File: src/rtl/shift_tx.sv
// Parallel-to-serial transmitter: sends a DW-bit word LSB first, holding each bit DIV clocks.
// Define SHIFT_TX_PARITY_EN to append an even-parity bit after the MSB.
module shift_tx #(
    parameter int DW  = 8,
    parameter int DIV = 4
) (
    input  logic          clk,
    input  logic          reset,
    input  logic          tx_start,
    input  logic [DW-1:0] din,
    output logic          tx_ready,
    output logic          sout,
    output logic          sout_en,
    output logic          tx_done_tick
);

`ifdef SHIFT_TX_PARITY_EN
    localparam int NBITS = DW + 1;
`else
    localparam int NBITS = DW;
`endif
    localparam int TW = (DIV > 1) ? $clog2(DIV) : 1;
    localparam int BW = $clog2(NBITS);
    localparam logic [TW-1:0] TICK_MAX = TW'(DIV - 1);
    localparam logic [BW-1:0] BIT_MAX  = BW'(NBITS - 1);

    typedef enum logic [1:0] {
        IDLE,
        SHIFT,
        GAP
    } state_t;

    state_t           state_q, state_d;
    logic [NBITS-1:0] shreg_q, shreg_d;
    logic [TW-1:0]    tick_q, tick_d;
    logic [BW-1:0]    bit_q, bit_d;
    logic [NBITS-1:0] loadWord;

`ifdef SHIFT_TX_PARITY_EN
    assign loadWord = {^din, din};
`else
    assign loadWord = din;
`endif

    always_ff @(posedge clk or posedge reset) begin
        if (reset) begin
            state_q <= IDLE;
            shreg_q <= '0;
            tick_q  <= '0;
            bit_q   <= '0;
        end else begin
            state_q <= state_d;
            shreg_q <= shreg_d;
            tick_q  <= tick_d;
            bit_q   <= bit_d;
        end
    end

    // The tick counter is reused in GAP so the gap also spans DIV cycles.
    always_comb begin
        state_d      = state_q;
        shreg_d      = shreg_q;
        tick_d       = tick_q;
        bit_d        = bit_q;
        tx_ready     = 1'b0;
        sout         = 1'b0;
        sout_en      = 1'b0;
        tx_done_tick = 1'b0;
        case (state_q)
            IDLE: begin
                tx_ready = 1'b1;
                if (tx_start) begin
                    shreg_d = loadWord;
                    tick_d  = '0;
                    bit_d   = '0;
                    state_d = SHIFT;
                end
            end
            SHIFT: begin
                sout    = shreg_q[0];
                sout_en = 1'b1;
                if (tick_q == TICK_MAX) begin
                    tick_d  = '0;
                    shreg_d = shreg_q >> 1;
                    if (bit_q == BIT_MAX) begin
                        bit_d   = '0;
                        state_d = GAP;
                    end else begin
                        bit_d = bit_q + 1'b1;
                    end
                end else begin
                    tick_d = tick_q + 1'b1;
                end
            end
            GAP: begin
                tx_done_tick = (tick_q == '0);
                if (tick_q == TICK_MAX) begin
                    tick_d  = '0;
                    state_d = IDLE;
                end else begin
                    tick_d = tick_q + 1'b1;
                end
            end
            default: begin
                state_d = IDLE;
            end
        endcase
    end

endmodule

File: config.mk
export PLATFORM = sky130hd
export DESIGN_NAME = shift_tx
export DESIGN_NICKNAME = d
export VERILOG_FILES = /design/src/rtl/shift_tx.sv
export SDC_FILE = /design/constraint.sdc
export NUM_CORES = 1
export LEC_CHECK = 0
export ABC_AREA = 1
export CORE_MARGIN = 4
export CORE_UTILIZATION = 55
export DETAILED_ROUTE_END_ITERATION = 6
export GPL_TIMING_DRIVEN = 0
export PLACE_DENSITY = 0.89
export SLEW_MARGIN = 0
export SYNTH_ARGS = -nofsm -noshare
export SYNTH_HDL_FRONTEND = slang
export SYNTH_SLANG_ARGS = --single-unit
File: constraint.sdc
create_clock -name clk -period 2.2 [get_ports clk]
set_clock_uncertainty 0.2 [all_clocks]
set_input_delay 0.44 -clock clk [delete_from_list [all_inputs] [get_ports clk]]
set_output_delay 0.44 -clock clk [all_outputs]
set_load 0.01 [all_outputs]
==> flow_summary.toml <==
[sta]
setup-tns-final_ns = 0
final_count_of_hold_timing_violations = 0
timing_worst_slew_pin_value_ns = 0.591
finalCritPeriodShare_pct = 96.8
setup_violations = 0
slew_violations = 0
setup_repair_after_global_routing_missed_its_margin = "no"
shortest_period_the_worst_path_allows_ns = 2.13
timing.fmax_mhz = 469
tightest_slew_margin_relative_to_the_limit_pct = 60.5

[detailed_routing]
vias = 789
route.detailed.drc = 0
avgRoutedWirePerCell_microns = 11.2
drt_pass1_iterations = 4
number_of_drc_violations_after_detailed_routing_iteration_0 = 7
drt.antenna.violating_nets = 0
route.detailed.vias_per_inst = 4.96
route.final.wire_length_microns = 1790

[yosys]
syn-mean-instance-area_sq_um = 7.48
ys_seq_elements = 15
synthesis.yosys.warnings = 0
mappedNetlistArea_sq_um = 920
syn-num-nets = 143
postSynthCellCount = 123
seq_area_frac_synth_pct = 40.8
post_synth_num_cell_types = 14

[clock_tree]
clock_sinks = 15
htree_levels = 1
clk_transition_reported_paths_ns = 0.09
tritoncts = "yes"
clock_tree.buffer_depth = 2
cts_made_buffers = 3
clock_insertion_delay_worst_skew_ns = 0.29
clock_tree.root_cell = "sky130_fd_sc_hd__clkbuf_4"

[power_and_ir_drop]
power.density_cell_area_nw_per_um2 = 1270
seq_power_share_pct = 31.8
net-switching-power_mw = 0.629
power_frac_comb_pct = 57.0
peakVddDrop_uv = 739
leakagePower_nw = 0.637
power.share.switching_pct = 44.0
power.internal_mw = 0.801
share_clk_of_total_power_pct = 11.3

[critical_path]
setup.worst_path.end_class = "primary output"
critical_path_peak_fanout = 4
crit_chain = "inv_2 > ha_4 > clkdlybuf4s50_1"
worst_path_dominant_cell_family = "buffers and inverters"
setup.worst_path.class = "register to primary output"
start_kind = "register"
largest_stage_delay_worst_path_ns = 0.54
standard_cell_with_the_maximum_stage_delay_on_the_critical_path = "sky130_fd_sc_hd__clkdlybuf4s50_1"
cp_data_required_time_ns = 1.56
worst_path_buf_inv = 2
arrival_ns = 1.49

[floorplanning]
floorplan.initialDensity_pct = 59.7
die-height_microns = 48.9
die_ar_sq_um = 2390
i_o_pins = 15
floorplan.die.width_microns = 48.9
core_area_sq_um = 1540
rows = 14

[finish]
fin_nets = 164
utilization_pct = 73.2
fillCellCount = 127
postLayoutCellArea_sq_um = 1130
antenna_cells_inserted = 0
layout_common_cells = "sky130_fd_sc_hd__nand2_1, sky130_fd_sc_hd__inv_1, sky130_fd_sc_hd__dfrtp_1"
post_route_cells_drive_above_1_share_pct = 11.9
areaGrowthSynthToFinish_pct = 22.7
layout_commonest_cell = "sky130_fd_sc_hd__nand2_1"

[global_routing]
globalRouteTotalUtil_pct = 17.4
grt_pass1_wl_microns = 3330
grt_pass1_vias = 806
grt_overflow = 0
grt_antenna_before_repair = 0
maximum_number_of_pins_on_one_net_before_global_route_repair = 16

[placed_design]
detailed_place.area_sq_um = 1080
dp.final_hpwl_microns = 1300
globalplace.congestion = 0.739
port_buffers = 14

[worst_hold_path]
hold_path_class = "register to register"

[run]
cap_viol_max_count = 0

[run_status]
outcome = "finished, final reports clean"
-- power groups by stage --
| stage | sequential (mW) | clock [mW] | combinational (mW) |
|---|---|---|---|
| final | 0.454 | 0.161 | 0.815 |
| after global routing | 0.466 | 0.182 | 0.936 |
| after CTS | 0.452 | 0.163 | 0.841 |
| after detailed placement | 0.455 | 0 | 0.804 |
| after global placement | 0.451 | 0 | 0.779 |
| after floorplan | 0.441 | 0 | 0.599 |
-- registers in the layout, indices dropped and copies added, names as in the netlist --
| register | cells |
|---|---|
| shreg_q | 8 |
| tick_q | 2 |
| state_q | 2 |
| bit_q | 3 |
-- metal layers --
layer / track usage (%) / part of all wire, % / vias to the layer above
met5: 0 / 0 / -
met4: 8.52 / 1.3 / 0
met3: 4.28 / 5.4 / 4
met2: 27.8 / 46 / 18
met1: 21.6 / 47 / 347
li1: - / - / 420
-- area by class of cell --
| cell class | instances | area (sq um) | area share (%) |
|---|---|---|---|
| plain buffers | 4 | 31.3 | 2.77 |
| clock buffers | 4 | 26.3 | 2.33 |
| inverters | 21 | 78.8 | 6.98 |
| multi-input cells | 82 | 435 | 38.6 |
| flip-flops and latches | 15 | 375 | 33.3 |
| well taps | 16 | 20.0 | 1.77 |
| repair buffers | 17 | 161 | 14.3 |
-- worst register-to-register path, cell delays in order, from the launching register on --
cell	delay, ns
sky130_fd_sc_hd__dfrtp_1	0.41
sky130_fd_sc_hd__inv_2	0.10
sky130_fd_sc_hd__buf_4	0.11
sky130_fd_sc_hd__ha_1	0.21
sky130_fd_sc_hd__inv_2	0.04
sky130_fd_sc_hd__o21ai_1	0.17
sky130_fd_sc_hd__nand2_1	0.10
sky130_fd_sc_hd__buf_4	0.18
sky130_fd_sc_hd__nand2_1	0.06
sky130_fd_sc_hd__nand2_1	0.05
-- kinds of logic after synthesis --
kind of cell	count (synthesis)	synth area share, %
adder cells (fa/ha/maj)	9	12.2
flip-flops	15	40.8
AO/OA/AOI/OAI	11	5.99
AND/OR/NAND/NOR	62	27.8
buffers and inverters	26	13.2
-- path summary, 6_finish.rpt --
kind	startpoint	endpoint	slack (ns)	depth (start not counted)
max	state_q[1]	sout_en	0.07	3
min	shreg_q[3]	shreg_q[3]	0.28	2
max reg2reg	state_q[1]	shreg_q[2]	0.46	9
min reg2reg	shreg_q[3]	shreg_q[3]	0.28	2
max in group asynchronous	reset	shreg_q[5]	1.10	2
min in group asynchronous	reset	shreg_q[0]	0.31	2
-- cells in the mapped netlist --
master | count | area [sq um]
sky130_fd_sc_hd__inv_1 | 19 | 71.3
sky130_fd_sc_hd__nand3_1 | 14 | 70.1
sky130_fd_sc_hd__nand4_1 | 1 | 6.26
sky130_fd_sc_hd__nand2_2 | 1 | 6.26
sky130_fd_sc_hd__buf_2 | 1 | 5.00
sky130_fd_sc_hd__inv_2 | 2 | 7.51
sky130_fd_sc_hd__o21ai_1 | 10 | 50.1
sky130_fd_sc_hd__ha_1 | 9 | 113
sky130_fd_sc_hd__buf_4 | 2 | 15.0
sky130_fd_sc_hd__nor2_1 | 3 | 11.3
sky130_fd_sc_hd__nand2_1 | 43 | 161
sky130_fd_sc_hd__buf_6 | 2 | 22.5
sky130_fd_sc_hd__o21ai_0 | 1 | 5.00
sky130_fd_sc_hd__dfrtp_1 | 15 | 375
-- metrics by stage --
step	instances	setup WS (ns)	hold WS, ns	total power, mW
floorplan	123	0.420	0.141	1.04
global placement	153	-0.105	0.255	1.23
detailed placement	153	-0.138	0.260	1.26
CTS	159	0.00465	0.280	1.46
global route	159	0.00726	0.305	1.58
finish	159	0.0694	0.277	1.43
-- repair_timing --
action | 4_1_cts | 5_1_grt
setup buffers | 2 | 1
gates cloned | 0 | 0
setup endpoints to repair | 4 | 2
resized for setup | 9 | 0
hold buffers | 0 | 0
(Power assumes the default switching activity.)
